$ cat src/rtl/multi_axis_tracker_pkg.sv
// Shared definitions for the multi-axis step tracker: per-axis FSM states
// and the default tuning values used by the top-level parameters.
package multi_axis_tracker_pkg;

   typedef enum logic [1:0] {
      ST_IDLE     = 2'd0,
      ST_MOVE_POS = 2'd1,
      ST_MOVE_NEG = 2'd2,
      ST_DWELL    = 2'd3
   } axis_state_t;

   localparam int DEF_DEADBAND    = 2;
   localparam int DEF_STEP_DIV    = 1000;
   localparam int DEF_DWELL_TICKS = 4;

endpackage

$ cat src/rtl/track_axis.sv
// One tracking axis: signed error from the held sample, the IDLE / MOVE /
// DWELL state machine, its dwell counter and the registered step pulses.
module track_axis
   import multi_axis_tracker_pkg::*;
#(
   parameter int W           = 16,
   parameter int DEADBAND    = DEF_DEADBAND,
   parameter int DWELL_TICKS = DEF_DWELL_TICKS
) (
   input  logic         clk,
   input  logic         rst,
   input  logic         i_tick,
   input  logic         i_mode_auto,
   input  logic         i_mode_chg,
   input  logic [W-1:0] i_sens_a,
   input  logic [W-1:0] i_sens_b,
   input  logic [W-1:0] i_target,
   input  logic [W-1:0] i_actual,
   output logic         o_out_pos,
   output logic         o_out_neg,
   output logic         o_at_target
);

   // Counter is sized so it can always hold DWELL_TICKS, even when that is 0.
   localparam int DW = $clog2(DWELL_TICKS + 2);

   // One extra bit so a full-scale difference of two W-bit words never wraps.
   localparam logic signed [W:0] LP_DB  = (W+1)'(DEADBAND);
   localparam logic signed [W:0] LP_NDB = -LP_DB;

   axis_state_t          r_state;
   axis_state_t          w_state_nxt;
   logic [DW-1:0]        r_dwell;
   logic signed [W:0]    w_err;
   logic                 w_above;
   logic                 w_below;
   logic                 w_in_band;
   logic                 r_out_pos;
   logic                 r_out_neg;
   logic                 r_at_target;

   assign w_err     = i_mode_auto ? ({1'b0, i_sens_a} - {1'b0, i_sens_b})
                                  : ({1'b0, i_target} - {1'b0, i_actual});
   assign w_above   = (w_err > LP_DB);
   assign w_below   = (w_err < LP_NDB);
   assign w_in_band = !w_above && !w_below;

   // State register.
   // NOTE: sequential state uses non-blocking (<=) so every flop samples the
   // pre-edge values of the others, independent of statement order.
   always_ff @(posedge clk or negedge rst) begin
      if (!rst) r_state <= ST_IDLE;
      else      r_state <= w_state_nxt;
   end

   // Next-state logic; a mode change abandons any move via DWELL.
   // NOTE: the default assignment first keeps every path driven, so no latch
   // is inferred when a case arm leaves the state unchanged.
   always_comb begin
      w_state_nxt = r_state;
      case (r_state)
         ST_IDLE: begin
            if (w_above)      w_state_nxt = ST_MOVE_POS;
            else if (w_below) w_state_nxt = ST_MOVE_NEG;
         end
         ST_MOVE_POS: begin
            if (i_mode_chg || !w_above) w_state_nxt = ST_DWELL;
         end
         ST_MOVE_NEG: begin
            if (i_mode_chg || !w_below) w_state_nxt = ST_DWELL;
         end
         ST_DWELL: begin
            if (i_tick && (r_dwell <= DW'(1))) w_state_nxt = ST_IDLE;
         end
         default: w_state_nxt = ST_IDLE;
      endcase
   end

   // Dwell counter: load on entry to DWELL, count down one per tick inside it.
   always_ff @(posedge clk or negedge rst) begin
      if (!rst) begin
         r_dwell <= '0;
      end else if ((r_state != ST_DWELL) && (w_state_nxt == ST_DWELL)) begin
         r_dwell <= DW'(DWELL_TICKS);
      end else if ((r_state == ST_DWELL) && i_tick && (r_dwell != '0)) begin
         r_dwell <= r_dwell - DW'(1);
      end
   end

   // Step pulses and settled flag, registered one cycle behind the tick.
   always_ff @(posedge clk or negedge rst) begin
      if (!rst) begin
         r_out_pos   <= 1'b0;
         r_out_neg   <= 1'b0;
         r_at_target <= 1'b0;
      end else begin
         r_out_pos   <= i_tick && !i_mode_chg && (r_state == ST_MOVE_POS);
         r_out_neg   <= i_tick && !i_mode_chg && (r_state == ST_MOVE_NEG);
         r_at_target <= (r_state == ST_IDLE) && w_in_band;
      end
   end

   assign o_out_pos   = r_out_pos;
   assign o_out_neg   = r_out_neg;
   assign o_at_target = r_at_target;

endmodule

$ cat src/rtl/multi_axis_tracker.sv
// Multi-axis step tracker: holds the last strobed sample, runs the shared
// step-rate prescaler and instantiates one track_axis per axis.
module multi_axis_tracker
   import multi_axis_tracker_pkg::*;
#(
   parameter int N_AXES      = 2,
   parameter int W           = 16,
   parameter int DEADBAND    = DEF_DEADBAND,
   parameter int STEP_DIV    = DEF_STEP_DIV,
   parameter int DWELL_TICKS = DEF_DWELL_TICKS
) (
   input  logic                  clk,
   input  logic                  rst,
   input  logic                  mode_auto,
   input  logic                  sample_valid,
   input  logic [N_AXES*W-1:0]   sens_a,
   input  logic [N_AXES*W-1:0]   sens_b,
   input  logic [N_AXES*W-1:0]   target,
   input  logic [N_AXES*W-1:0]   actual,
   output logic [N_AXES-1:0]     out_pos,
   output logic [N_AXES-1:0]     out_neg,
   output logic [N_AXES-1:0]     at_target
);

   localparam int PW = $clog2(STEP_DIV);

   logic [N_AXES*W-1:0] r_sens_a;
   logic [N_AXES*W-1:0] r_sens_b;
   logic [N_AXES*W-1:0] r_target;
   logic [N_AXES*W-1:0] r_actual;
   logic                r_mode_auto;
   logic                r_mode_d;
   logic                w_mode_chg;
   logic [PW-1:0]       r_presc;
   logic                w_tick;
   logic [N_AXES-1:0]   w_out_pos;
   logic [N_AXES-1:0]   w_out_neg;
   logic [N_AXES-1:0]   w_at_target;

   // Held sample: captured on the strobe, otherwise kept.
   // NOTE: these data registers get an explicit reset because the axes read
   // them straight after reset; bulk storage that is written before it is
   // read would normally be left without one.
   always_ff @(posedge clk or negedge rst) begin
      if (!rst) begin
         r_sens_a    <= '0;
         r_sens_b    <= '0;
         r_target    <= '0;
         r_actual    <= '0;
         r_mode_auto <= 1'b0;
      end else if (sample_valid) begin
         r_sens_a    <= sens_a;
         r_sens_b    <= sens_b;
         r_target    <= target;
         r_actual    <= actual;
         r_mode_auto <= mode_auto;
      end
   end

   // Delayed copy of the held mode, flagging the one cycle after it changes.
   always_ff @(posedge clk or negedge rst) begin
      if (!rst) r_mode_d <= 1'b0;
      else      r_mode_d <= r_mode_auto;
   end

   assign w_mode_chg = r_mode_auto ^ r_mode_d;

   // Shared prescaler counting 0..STEP_DIV-1; tick is its terminal count.
   always_ff @(posedge clk or negedge rst) begin
      if (!rst)        r_presc <= '0;
      else if (w_tick) r_presc <= '0;
      else             r_presc <= r_presc + PW'(1);
   end

   assign w_tick = (r_presc == PW'(STEP_DIV - 1));

   for (genvar g = 0; g < N_AXES; g++) begin : gen_axis
      track_axis #(
         .W           (W),
         .DEADBAND    (DEADBAND),
         .DWELL_TICKS (DWELL_TICKS)
      ) u_axis (
         .clk         (clk),
         .rst         (rst),
         .i_tick      (w_tick),
         .i_mode_auto (r_mode_auto),
         .i_mode_chg  (w_mode_chg),
         .i_sens_a    (r_sens_a[g*W +: W]),
         .i_sens_b    (r_sens_b[g*W +: W]),
         .i_target    (r_target[g*W +: W]),
         .i_actual    (r_actual[g*W +: W]),
         .o_out_pos   (w_out_pos[g]),
         .o_out_neg   (w_out_neg[g]),
         .o_at_target (w_at_target[g])
      );
   end

   assign out_pos   = w_out_pos;
   assign out_neg   = w_out_neg;
   assign at_target = w_at_target;

endmodule

$ cat config.mk
export PLATFORM = sky130hd
export DESIGN_NAME = multi_axis_tracker
export DESIGN_NICKNAME = d
export VERILOG_FILES = /design/src/rtl/multi_axis_tracker_pkg.sv /design/src/rtl/track_axis.sv /design/src/rtl/multi_axis_tracker.sv
export SDC_FILE = /design/constraint.sdc
export NUM_CORES = 1
export LEC_CHECK = 0
export BUFFER_PORTS_ARGS = -buffer_cell sky130_fd_sc_hd__buf_2
export CORE_MARGIN = 2
export CORE_UTILIZATION = 50
export CTS_BUF_LIST = sky130_fd_sc_hd__clkbuf_8
export CTS_CLUSTER_DIAMETER = 100
export DETAILED_ROUTE_END_ITERATION = 12
export PLACE_DENSITY = 0.71
export SETUP_SLACK_MARGIN = 0.1
export SLEW_MARGIN = 10
export SYNTH_ARGS = -nofsm -noshare
export SYNTH_HDL_FRONTEND = slang
export SYNTH_SLANG_ARGS = --single-unit
$ cat constraint.sdc
create_clock -name clk -period 4.4 [get_ports clk]
set_input_delay 1.32 -clock clk [delete_from_list [all_inputs] [get_ports clk]]
set_output_delay 1.32 -clock clk [all_outputs]
set_load 0.1 [all_outputs]
==> Word-level counts from Yosys, hierarchy flattened <==
Cells that the tools add are included.
W data, S select, Z words.
{ "word_totals": {"ff_bits": 156, "out_inout_bits": 6, "wordCells": 93} }
{ "classes": {"add_sub_neg": 7, "n_lt_le_gt_ge": 6, "eq_ne": 11, "muxes": 19, "n_bitwise": 1, "reduce_logical": 32} }
{ "ops": {"columns": ["operator", "count"], "rows": [
  ["$sub A16 B16 Y17", 4],
  ["$gt A17 B3 Y1 const B", 2],
  ["$lt A17 B2 Y1 const B", 2],
  ["$mux W17", 2],
  ["$mux W2", 10],
  ["$logic_and A1 B1 Y1", 17],
  ["$pmux W2 S4", 2],
  ["$eq A2 B2 Y1 const B", 6],
  ["$mux W3", 4],
  ["$add A10 B1 Y10 const B", 1],
  ["$eq A10 B10 Y1 const B", 1],
  ["$mux W10", 1],
  ["$le A3 B1 Y1 const B", 2],
  ["$reduce_bool A3 Y1", 2],
  ["$sub A3 B1 Y3 const B", 2],
  ["$logic_not A1 Y1", 5],
  ["$eq A2 B1 Y1 const B", 2],
  ["$logic_not A2 Y1", 2],
  ["$logic_or A1 B1 Y1", 4],
  ["$ne A2 B2 Y1 const B", 2],
  ["$reduce_bool A2 Y1", 2],
  ["$xor A1 B1 Y1", 1]
]} }

==> Depth between registers and ports, before layout <==
Gate-level depths: netlist of run 1.
{ "logic_depth": {"ltp_word": 10, "mapped_depth": 13, "ltp_nobuf": 13} }

==> By module <==
Synthesis of run 1 repeated with hierarchy kept, for this count alone.
{ "unflattened": {"hier_cells": 1036, "hier_area_um2": 10617.7} }
{ "by_module_without_submodules": {"columns": ["mod", "instances", "cells_per_inst", "area_per_inst_um2"], "rows": [
  ["multi_axis_tracker", 1, 320, 5287.6],
  ["track_axis at gen_axis[0].u_axis", 1, 392, 2959.1],
  ["track_axis at gen_axis[1].u_axis", 1, 324, 2371.0]
]} }

==> Worst setup path after synthesis of run 1 <==
Ideal clock, no wire load.
{ "synth_path": {"path_kind": "flip-flop to flip-flop", "startpoint": "register r_actual[1]", "endpoint": "register gen_axis[0].u_axis.r_dwell[1]", "t_arrival_ps": 3009, "path_slack_ps": 1238, "path_stages_with_launch": 13, "cell_sequence": "dfrtp_1 -> inv_1 -> ha_1 -> nor2b_1 -> o31ai_1 -> a32oi_1 -> a211oi_1 -> mux2_2 -> a2111oi_0 -> o2111ai_1 -> o21ai_1 -> and4b_4 -> a2111oi_2"} }
{ "synth_between": {"elab_chain_cells": 10} }
{ "synth_lines": {"columns": ["element", "line", "source"], "rows": [
  ["start, declared", "multi_axis_tracker.sv:30", "logic [N_AXES*W-1:0] r_actual;"],
  ["start signal, assigned", "multi_axis_tracker.sv:55", "r_actual <= actual;"],
  ["$sub A16 B16 Y17 (*)", "track_axis.sv:43", ": ({1'b0, i_target} - {1'b0, i_actual});"],
  ["$mux W17 (*)", "track_axis.sv:42", "assign w_err = i_mode_auto ? ({1'b0, i_sens_a} - {1'b0, i_sens_b})"],
  ["$lt A17 B2 Y1 or $gt A17 B3 Y1 (tied branches)", "track_axis.sv:45, track_axis.sv:44", null],
  ["$logic_not A1 Y1, on equally long branches", "track_axis.sv:70, track_axis.sv:67", null],
  ["$logic_or A1 B1 Y1, on equally long branches", "track_axis.sv:70, track_axis.sv:67", null],
  ["$mux W2, on equally long branches", "track_axis.sv:70, track_axis.sv:67", null],
  ["$pmux W2 S4 (*)", "track_axis.sv:61", "case (r_state)"],
  ["$eq A2 B2 Y1 (*)", "track_axis.sv:83", "end else if ((r_state != ST_DWELL) && (w_state_nxt == ST_DWELL)) begin"],
  ["$logic_and A1 B1 Y1 (*)", "track_axis.sv:83", null],
  ["$mux W3 or $reduce_bool A2 Y1 (tied branches)", null, null],
  ["end signal, assigned", "track_axis.sv:84", "r_dwell <= DW'(DWELL_TICKS);"],
  ["end signal, assigned", "track_axis.sv:86", "r_dwell <= r_dwell - DW'(1);"],
  ["end, declared", "track_axis.sv:33", "logic [DW-1:0] r_dwell;"]
]} }
Every way passes the cells marked *; elsewhere a longest branch is shown, timed or not.
A chain may end at the register's enable or synchronous reset.

==> Worst setup path after layout of run 1 <==
Ends and elaborated chain as after synthesis.

==> metrics.log, run 1 <==
[metrics] status: complete, no violations
[metrics] Row Count: 52
[metrics] Setup Total Neg Slack: 0 ns
[metrics] largest area contributor in the synthesized netlist: sky130_fd_sc_hd__dfrtp_1
[metrics] number of failing setup endpoints in the final timing report: 0
[metrics] pin count of the biggest net entering global routing: 81
[metrics] initial detailed-routing violation count: 741
[metrics] placed instance count: 1483
[metrics] synth-to-layout area growth: 13.3%
[metrics] global-route congestion overflow total: 0
[metrics] Reg2Reg Setup Slack: 0.82 ns
[metrics] vias per std cell: 5.64
[metrics] slowest cell on the critical path: sky130_fd_sc_hd__o31ai_1
[metrics] reg2reg start: r_actual[1]
[metrics] total power after layout: 4.25 mW
[metrics] number of levels the H-tree was split into: 4
[metrics] fraction of registers with async set/reset: 1.00
[metrics] cts hold-fix bufs: 0
[metrics] clock tree from TritonCTS: yes
[metrics] skew final: 0.0119 ns
[metrics] most area-consuming cells after synthesis: sky130_fd_sc_hd__dfrtp_1 39%, sky130_fd_sc_hd__ha_1 8.8%, sky130_fd_sc_hd__mux2_2 7.1%
[metrics] fraction of final layout cells sized beyond drive strength 1: 0.210
[metrics] final worst path period share: 0.814
[metrics] NumNets Final: 1439
[metrics] routability cong.: 0.898
[metrics] Die W: 146 µm
[metrics] wire length of the first global-routing pass: 39200 µm
[metrics] Skew-Pair Late Insertion Delay: 0.47 ns
[metrics] total DRC errors in the routed layout: 0
[metrics] master cell of the clock root buffer: sky130_fd_sc_hd__clkbuf_8
[metrics] vias in the first global route: 8096
[metrics] Yosys warnings: 0
[metrics] number of I/O port buffers: 137
[metrics] clock transition time at the flip-flop clock pins of the worst setup and hold paths: 0.09 ns
[metrics] share of the yosys chip area belonging to registers: 0.386
[metrics] WL final: 23600 µm
[metrics] CP endpoint kind: flip-flop
[metrics] largest fanout on the critical path: 4
[metrics] final std cells w/o fill: 1515
[metrics] length of the first detailed-routing pass in iterations: 5
[metrics] post-route minimum period: 3.58 ns
[metrics] I/O Pins: 138
[metrics] post-cts sizing count: 0
[metrics] leakage: 5.40 nW
[metrics] Mapped Avg Cell Area: 9.09 µm²
[metrics] actual transition at the worst max-transition pin: 0.645 ns
[metrics] distinct cell type count of the synthesized netlist: 72
[metrics] Die Area: 21400 µm²
[metrics] post-place setup slack: 0.861 ns
[metrics] CP arrival: 3.90 ns
[metrics] overall track demand over capacity in global routing: 0.224
[metrics] routed vias: 8538
[metrics] maximum VDD drop: 0.000199 V
[metrics] total of fill cells in the finished design: 1861
[metrics] Diodes inserted: 0
[metrics] final routed wire length divided by cell count: 15.6 µm
[metrics] max-slew headroom at the worst pin: 0.569
[metrics] flops & latches, synth: 156
[metrics] clk buf depth: 2
[metrics] number of buffers added for setup after CTS: 0
[metrics] total nets after synthesis: 1320
[metrics] cell breakdown of the critical path: inv_1 -> ha_1 -> nor2b_1 -> o31ai_1 -> a32oi_1 -> a211oi_1 -> mux2_2 -> a2111oi_0 -> o2111ai_1 -> o21ai_1 -> and4b_4 -> a2111oi_2
[metrics] highest cell delay on the worst timing path: 0.42 ns
[metrics] Slew Viols, Final: 0
[metrics] post-layout worst setup margin: 0.818 ns
[metrics] number of cells on the worst reg-to-reg path: 12
[metrics] Final Hold Violating Endpoints: 0
[metrics] Cell Area, Synth: 10100 µm²
[metrics] final worst hold slack: 0.482 ns
[metrics] Die Span Y: 146 µm
[metrics] synthesized instance count: 1113
[metrics] Reg2Reg Capture Point: gen_axis[0].u_axis.r_dwell[1]
[metrics] worst min path class: reg -> reg
[metrics] Min-Delay Startpoint: r_presc[0]
[metrics] antenna viol nets, final: 0
[metrics] prevailing post-synth register cell: sky130_fd_sc_hd__dfrtp_1
[metrics] number of flops mapped to enable cells by yosys: 0
[metrics] detailed-placement wirelength estimate: 17800 µm
[metrics] core outline area: 20000 µm²
[metrics] Setup CP Type: reg -> reg
[metrics] Max Cap Viol: 0
[metrics] initial core utilization: 0.505
[metrics] CTS Buf Count: 17
[metrics] Hold Crit Endpoint: r_presc[0]
[metrics] sinks on the clock net: 156
[metrics] required time worst endpoint: 4.72 ns
[metrics] launching element type of the critical path: flip-flop
[metrics] highest clock rate: 279 MHz
[metrics] setup repair after global routing missed its margin: false
[metrics] worst hold path stage count: 1
[metrics] Yosys top cell area share: 0.386
[metrics] PD cells: 370 nW/µm²
[metrics] antenna violations before repair: 0
routing by layer:
metal / track usage / up-vias / wire length [µm]
met5: 0 / - / 0
met4: 0.0617 / 0 / 307
met3: 0.0469 / 25 / 1450
met2: 0.324 / 250 / 9890
met1: 0.340 / 4046 / 11900
li1: - / 4217 / -
registers in the layout, summed over array words and instances, names as in the netlist, 2 cells and up:
signal	count
gen_axis.u_axis.o_at_target	2
gen_axis.u_axis.o_out_neg	2
gen_axis.u_axis.o_out_pos	2
gen_axis.u_axis.r_dwell	6
gen_axis.u_axis.r_state	4
r_actual	32
r_presc	10
r_sens_a	32
r_sens_b	32
r_target	32
power by group:
| part | internal [mW] | switching, mW |
|---|---|---|
| Sequential | 1.55 | 0.0590 |
| Clock | 0.593 | 0.572 |
| Combinational | 0.620 | 0.854 |
placed cells by master (no fill, tap or decap), types with 7 or more instances in the layout:
master | Yosys | final
sky130_fd_sc_hd__xor2_1 | 16 | 16
sky130_fd_sc_hd__a211o_1 | 7 | 7
sky130_fd_sc_hd__o2111ai_1 | 10 | 10
sky130_fd_sc_hd__a21o_1 | 15 | 15
sky130_fd_sc_hd__xnor2_1 | 18 | 18
sky130_fd_sc_hd__nand2_1 | 129 | 129
sky130_fd_sc_hd__a31oi_1 | 11 | 11
sky130_fd_sc_hd__or2_2 | 11 | 11
sky130_fd_sc_hd__a211oi_1 | 7 | 7
sky130_fd_sc_hd__nor2_1 | 55 | 55
sky130_fd_sc_hd__dfrtp_1 | 156 | 156
sky130_fd_sc_hd__and3_1 | 18 | 18
sky130_fd_sc_hd__o21a_1 | 9 | 9
sky130_fd_sc_hd__nand2b_1 | 15 | 15
sky130_fd_sc_hd__ha_1 | 71 | 71
sky130_fd_sc_hd__or3_1 | 10 | 10
sky130_fd_sc_hd__nand3_1 | 23 | 23
sky130_fd_sc_hd__a21oi_1 | 61 | 61
sky130_fd_sc_hd__inv_1 | 90 | 91
sky130_fd_sc_hd__nor3_1 | 22 | 22
sky130_fd_sc_hd__o31ai_1 | 10 | 10
sky130_fd_sc_hd__o211ai_1 | 9 | 9
sky130_fd_sc_hd__buf_2 | 1 | 135
sky130_fd_sc_hd__o21ai_0 | 107 | 107
sky130_fd_sc_hd__nor2b_1 | 18 | 18
sky130_fd_sc_hd__mux2_2 | 64 | 64
sky130_fd_sc_hd__clkbuf_8 | 0 | 19
layout make-up:
class                      instances  area, µm²  area share
clock buffer                      19        262      0.0228
clock inverter                    13        168      0.0146
tap                              270        338      0.0294
inverter                          90        338      0.0294
multi-input combinational        822       5680       0.495
sequential                       156       3900       0.340
timing repair buffer             145        783      0.0683
synth_stat cells, types with 6 or more instances:
cell and instances:
sky130_fd_sc_hd__o21ai_0 107, sky130_fd_sc_hd__nand2b_1 15, sky130_fd_sc_hd__or3_1 10, sky130_fd_sc_hd__buf_4 6
sky130_fd_sc_hd__mux2_2 64, sky130_fd_sc_hd__o211ai_1 9, sky130_fd_sc_hd__nor2_1 55, sky130_fd_sc_hd__dfrtp_1 156
sky130_fd_sc_hd__a31oi_1 11, sky130_fd_sc_hd__and3_1 18, sky130_fd_sc_hd__nand3_1 23, sky130_fd_sc_hd__o21a_1 9
sky130_fd_sc_hd__nor2b_1 18, sky130_fd_sc_hd__mux2i_1 6, sky130_fd_sc_hd__a211o_1 7, sky130_fd_sc_hd__a211oi_1 7
sky130_fd_sc_hd__a221o_1 6, sky130_fd_sc_hd__o31ai_1 10, sky130_fd_sc_hd__ha_1 71, sky130_fd_sc_hd__nor3_1 22
sky130_fd_sc_hd__inv_1 90, sky130_fd_sc_hd__clkbuf_1 36, sky130_fd_sc_hd__xnor2_1 18, sky130_fd_sc_hd__a21oi_1 61
sky130_fd_sc_hd__a21o_1 15, sky130_fd_sc_hd__nor4_1 6, sky130_fd_sc_hd__nand2_1 129, sky130_fd_sc_hd__o2111ai_1 10
sky130_fd_sc_hd__xor2_1 16, sky130_fd_sc_hd__or2_2 11
worst max path at each step:
stage,startpoint,endpoint,cells after the start
after floorplan,r_actual[1],gen_axis[0].u_axis.r_dwell[1],12
after global placement,r_actual[1],gen_axis[0].u_axis.r_dwell[1],12
after detailed placement,r_actual[1],gen_axis[0].u_axis.r_dwell[1],12
after CTS,r_actual[1],gen_axis[0].u_axis.r_dwell[1],12
after global routing,r_actual[1],gen_axis[0].u_axis.r_dwell[1],12
final,r_actual[1],gen_axis[0].u_axis.r_dwell[1],12
critical path, delay by kind of cell (launching register included):
family	cells	cell delay, ns
AO/OA/AOI/OAI	7	1.87
adder cells (fa/ha/maj)	1	0.28
buffers and inverters	1	0.07
flip-flops	1	0.38
multiplexers	1	0.40
AND/OR/NAND/NOR	2	0.43
through the flow:
stage | utilization | area (µm²)
floorplan | - | 10100
global placement | 0.551 | 11000
detailed placement | 0.551 | 11000
CTS | 0.572 | 11500
global route | 0.572 | 11500
finish | 0.572 | 11500
cell families (layout without fill, tap and decap cells):
kind of cell | after synthesis | in the layout | share of synthesized area
AOI/OAI and AO/OA | 308 | 308 | 0.198
xor gates and xnor gates | 34 | 34 | 0.0294
adders and majority gates | 75 | 75 | 0.0957
buffers and inverters | 135 | 267 | 0.0532
DFF | 156 | 156 | 0.386
muxes | 70 | 70 | 0.0771
and+or+nand+nor | 335 | 335 | 0.161
Power figures use the tool's default switching activity.
==> run 2, diff against run 1 <==
clock period = 3.4 ns   (was 4.4 ns; I/O delays follow)
==> run 2 against run 1 <==
Wire length grew 1.9%. Clock power grew 20%. Critical endpoint is now gen_axis[1].u_axis.r_state[0]. Worst setup slack lost 0.70 ns. Highest routed layer unchanged. Cell count grew 1.7%. Die area is the same.
==> metrics.log, run 2 (synthesis gave the netlist of run 1 again) <==
[metrics] initial core utilization: 0.505 (unchanged)
[metrics] sinks on the clock net: 156 (unchanged)
[metrics] final worst path period share: 0.967 (was 0.814)
[metrics] Setup Total Neg Slack: 0 ns (unchanged)
[metrics] final routed wire length divided by cell count: 15.6 µm (about the same)
[metrics] total power after layout: 5.64 mW (was 4.25 mW)
[metrics] slowest cell on the critical path: sky130_fd_sc_hd__a2111oi_0 (was sky130_fd_sc_hd__o31ai_1)
[metrics] vias per std cell: 5.55 (was 5.64)
[metrics] WL final: 24000 µm (was 23600 µm)
[metrics] number of failing setup endpoints in the final timing report: 0 (unchanged)
[metrics] overall track demand over capacity in global routing: 0.227 (was 0.224)
[metrics] post-place setup slack: -0.0552 ns (was 0.861 ns)
[metrics] maximum VDD drop: 0.000244 V (was 0.000199 V)
[metrics] highest cell delay on the worst timing path: 0.47 ns (was 0.42 ns)
[metrics] final std cells w/o fill: 1541 (was 1515)
[metrics] routability cong.: 0.890 (was 0.898)
[metrics] master cell of the clock root buffer: sky130_fd_sc_hd__clkbuf_8 (unchanged)
[metrics] cts hold-fix bufs: 0 (unchanged)
[metrics] number of I/O port buffers: 137 (unchanged)
[metrics] fraction of final layout cells sized beyond drive strength 1: 0.264 (was 0.210)
[metrics] CP endpoint kind: flip-flop (unchanged)
[metrics] I/O Pins: 138 (unchanged)
[metrics] Die W: 146 µm (unchanged)
[metrics] CP arrival: 3.63 ns (was 3.90 ns)
[metrics] total of fill cells in the finished design: 1753 (was 1861)
[metrics] leakage: 5.55 nW (was 5.40 nW)
[metrics] required time worst endpoint: 3.74 ns (was 4.72 ns)
[metrics] FF+latch area: 3900 µm² (unchanged)
[metrics] kind of cell adding the most delay to the critical path: compound AO/OA/AOI/OAI gates (unchanged)
[metrics] vias in the first global route: 8138 (was 8096)
[metrics] highest clock rate: 304 MHz (was 279 MHz)
[metrics] pin count of the biggest net entering global routing: 82 (was 81)
[metrics] max-slew headroom at the worst pin: 0.559 (was 0.569)
[metrics] CP Buf/Inv Count: 2 (was 1)
[metrics] length of the first detailed-routing pass in iterations: 7 (was 5)
[metrics] Final Hold Violating Endpoints: 0 (unchanged)
[metrics] Die Area: 21400 µm² (unchanged)
[metrics] setup repair after global routing missed its margin: true (was false)
[metrics] worst min path class: reg -> reg (unchanged)
[metrics] wire length of the first global-routing pass: 40200 µm (was 39200 µm)
[metrics] synth-to-layout area growth: 18.7% (was 13.3%)
[metrics] Die Span Y: 146 µm (unchanged)
[metrics] largest fanout on the critical path: 5 (was 4)
[metrics] Diodes inserted: 0 (unchanged)
[metrics] most common cell after layout, fill and taps aside: sky130_fd_sc_hd__dfrtp_1 (unchanged)
[metrics] most frequent cell on the critical path: sky130_fd_sc_hd__inv_1
[metrics] Setup CP Type: reg -> reg (unchanged)
[metrics] PD cells: 469 nW/µm² (was 370 nW/µm²)
[metrics] Max Cap Viol: 0 (unchanged)
[metrics] Slew Viols, Final: 0 (unchanged)
[metrics] detailed-placement wirelength estimate: 17800 µm (about the same)
[metrics] NumNets Final: 1465 (was 1439)
[metrics] skew final: 0.0106 ns (was 0.0119 ns)
[metrics] launching element type of the critical path: flip-flop (unchanged)
[metrics] standard cell area after detailed placement: 11200 µm² (was 11000 µm²)
[metrics] global-route congestion overflow total: 0 (unchanged)
[metrics] area of combinational cells with multiple inputs: 6060 µm² (was 5680 µm²)
[metrics] CTS Buf Count: 17 (unchanged)
[metrics] clock transition time at the flip-flop clock pins of the worst setup and hold paths: 0.09 ns (about the same)
[metrics] clock tree from TritonCTS: yes (unchanged)
[metrics] status: complete, no violations (unchanged)
[metrics] antenna violations before repair: 0 (unchanged)
[metrics] final worst hold slack: 0.490 ns (was 0.482 ns)
[metrics] post-route minimum period: 3.29 ns (was 3.58 ns)
[metrics] core outline area: 20000 µm² (unchanged)
[metrics] post-layout worst setup margin: 0.113 ns (was 0.818 ns)
[metrics] initial detailed-routing violation count: 764 (was 741)
[metrics] number of levels the H-tree was split into: 4 (unchanged)
[metrics] antenna viol nets, final: 0 (unchanged)
[metrics] fraction of the core area covered by cells at the end of the flow: 0.600 (was 0.572)
[metrics] Row Count: 52 (unchanged)
[metrics] clk buf depth: 2 (unchanged)
[metrics] Final Cell Area: 12000 µm² (was 11500 µm²)
[metrics] routed vias: 8545 (was 8538)
[metrics] actual transition at the worst max-transition pin: 0.660 ns (was 0.645 ns)
[metrics] Skew-Pair Late Insertion Delay: 0.46 ns (was 0.47 ns)
[metrics] placed instance count: 1499 (was 1483)
[metrics] cell breakdown of the critical path: inv_1 -> ha_4 -> and2_2 -> a211o_1 -> o31ai_4 -> a31oi_2 -> a2111oi_0 -> or3_1 -> inv_1 -> a2111oi_1 -> o22ai_1 (was inv_1 -> ha_1 -> nor2b_1 -> o31ai_1 -> a32oi_1 -> a211oi_1 -> mux2_2 -> a2111oi_0 -> o2111ai_1 -> o21ai_1 -> and4b_4 -> a2111oi_2)
[metrics] total DRC errors in the routed layout: 0 (unchanged)
[metrics] commonest non-fill, non-tap cells in the layout: 156 x sky130_fd_sc_hd__dfrtp_1, 135 x sky130_fd_sc_hd__buf_2, 128 x sky130_fd_sc_hd__nand2_1 (was 156 x sky130_fd_sc_hd__dfrtp_1, 135 x sky130_fd_sc_hd__buf_2, 129 x sky130_fd_sc_hd__nand2_1)
==> run 2: what timing repair did <==
item,4_1_cts,5_1_grt
setup buffers,1,9
pin swaps,4,21
resized for setup,9,64
setup endpoints to repair,8,12
==> run 2: final cells by class <==
class                      count  area share
inverter                      90      0.0281
sequential                   156       0.325
clock inverter                14      0.0109
tap                          270      0.0281
clock buffer                  18      0.0206
multi-input combinational    822       0.504
timing repair buffer         171      0.0835
==> run 2: worst paths after layout <==
check                                   from                             to  slack (ns)  cells after the start
min in group asynchronous                rst                    r_sens_b[6]        0.53                      1
worst max register to register  r_actual[25]  gen_axis[1].u_axis.r_state[0]        0.11                     11
worst min-delay path              r_presc[0]                     r_presc[0]        0.49                      1
worst min register to register    r_presc[0]                     r_presc[0]        0.49                      1
worst max-delay path            r_actual[25]  gen_axis[1].u_axis.r_state[0]        0.11                     11
max in group asynchronous                rst                   r_target[26]        2.18                      2
==> run 2: where the power goes <==
part           switching (mW)  total (mW)  internal (mW)
sequential             0.0787        2.09           2.01
clock                   0.728        1.39          0.657
combinational            1.23        2.17          0.943
total                    2.03        5.64           3.61
==> run 2: metal layers <==
metal  share of wire  GRT usage
met1            0.52      0.361
met5               0          0
met2            0.42      0.321
met4          0.0082     0.0447
met3           0.052     0.0428
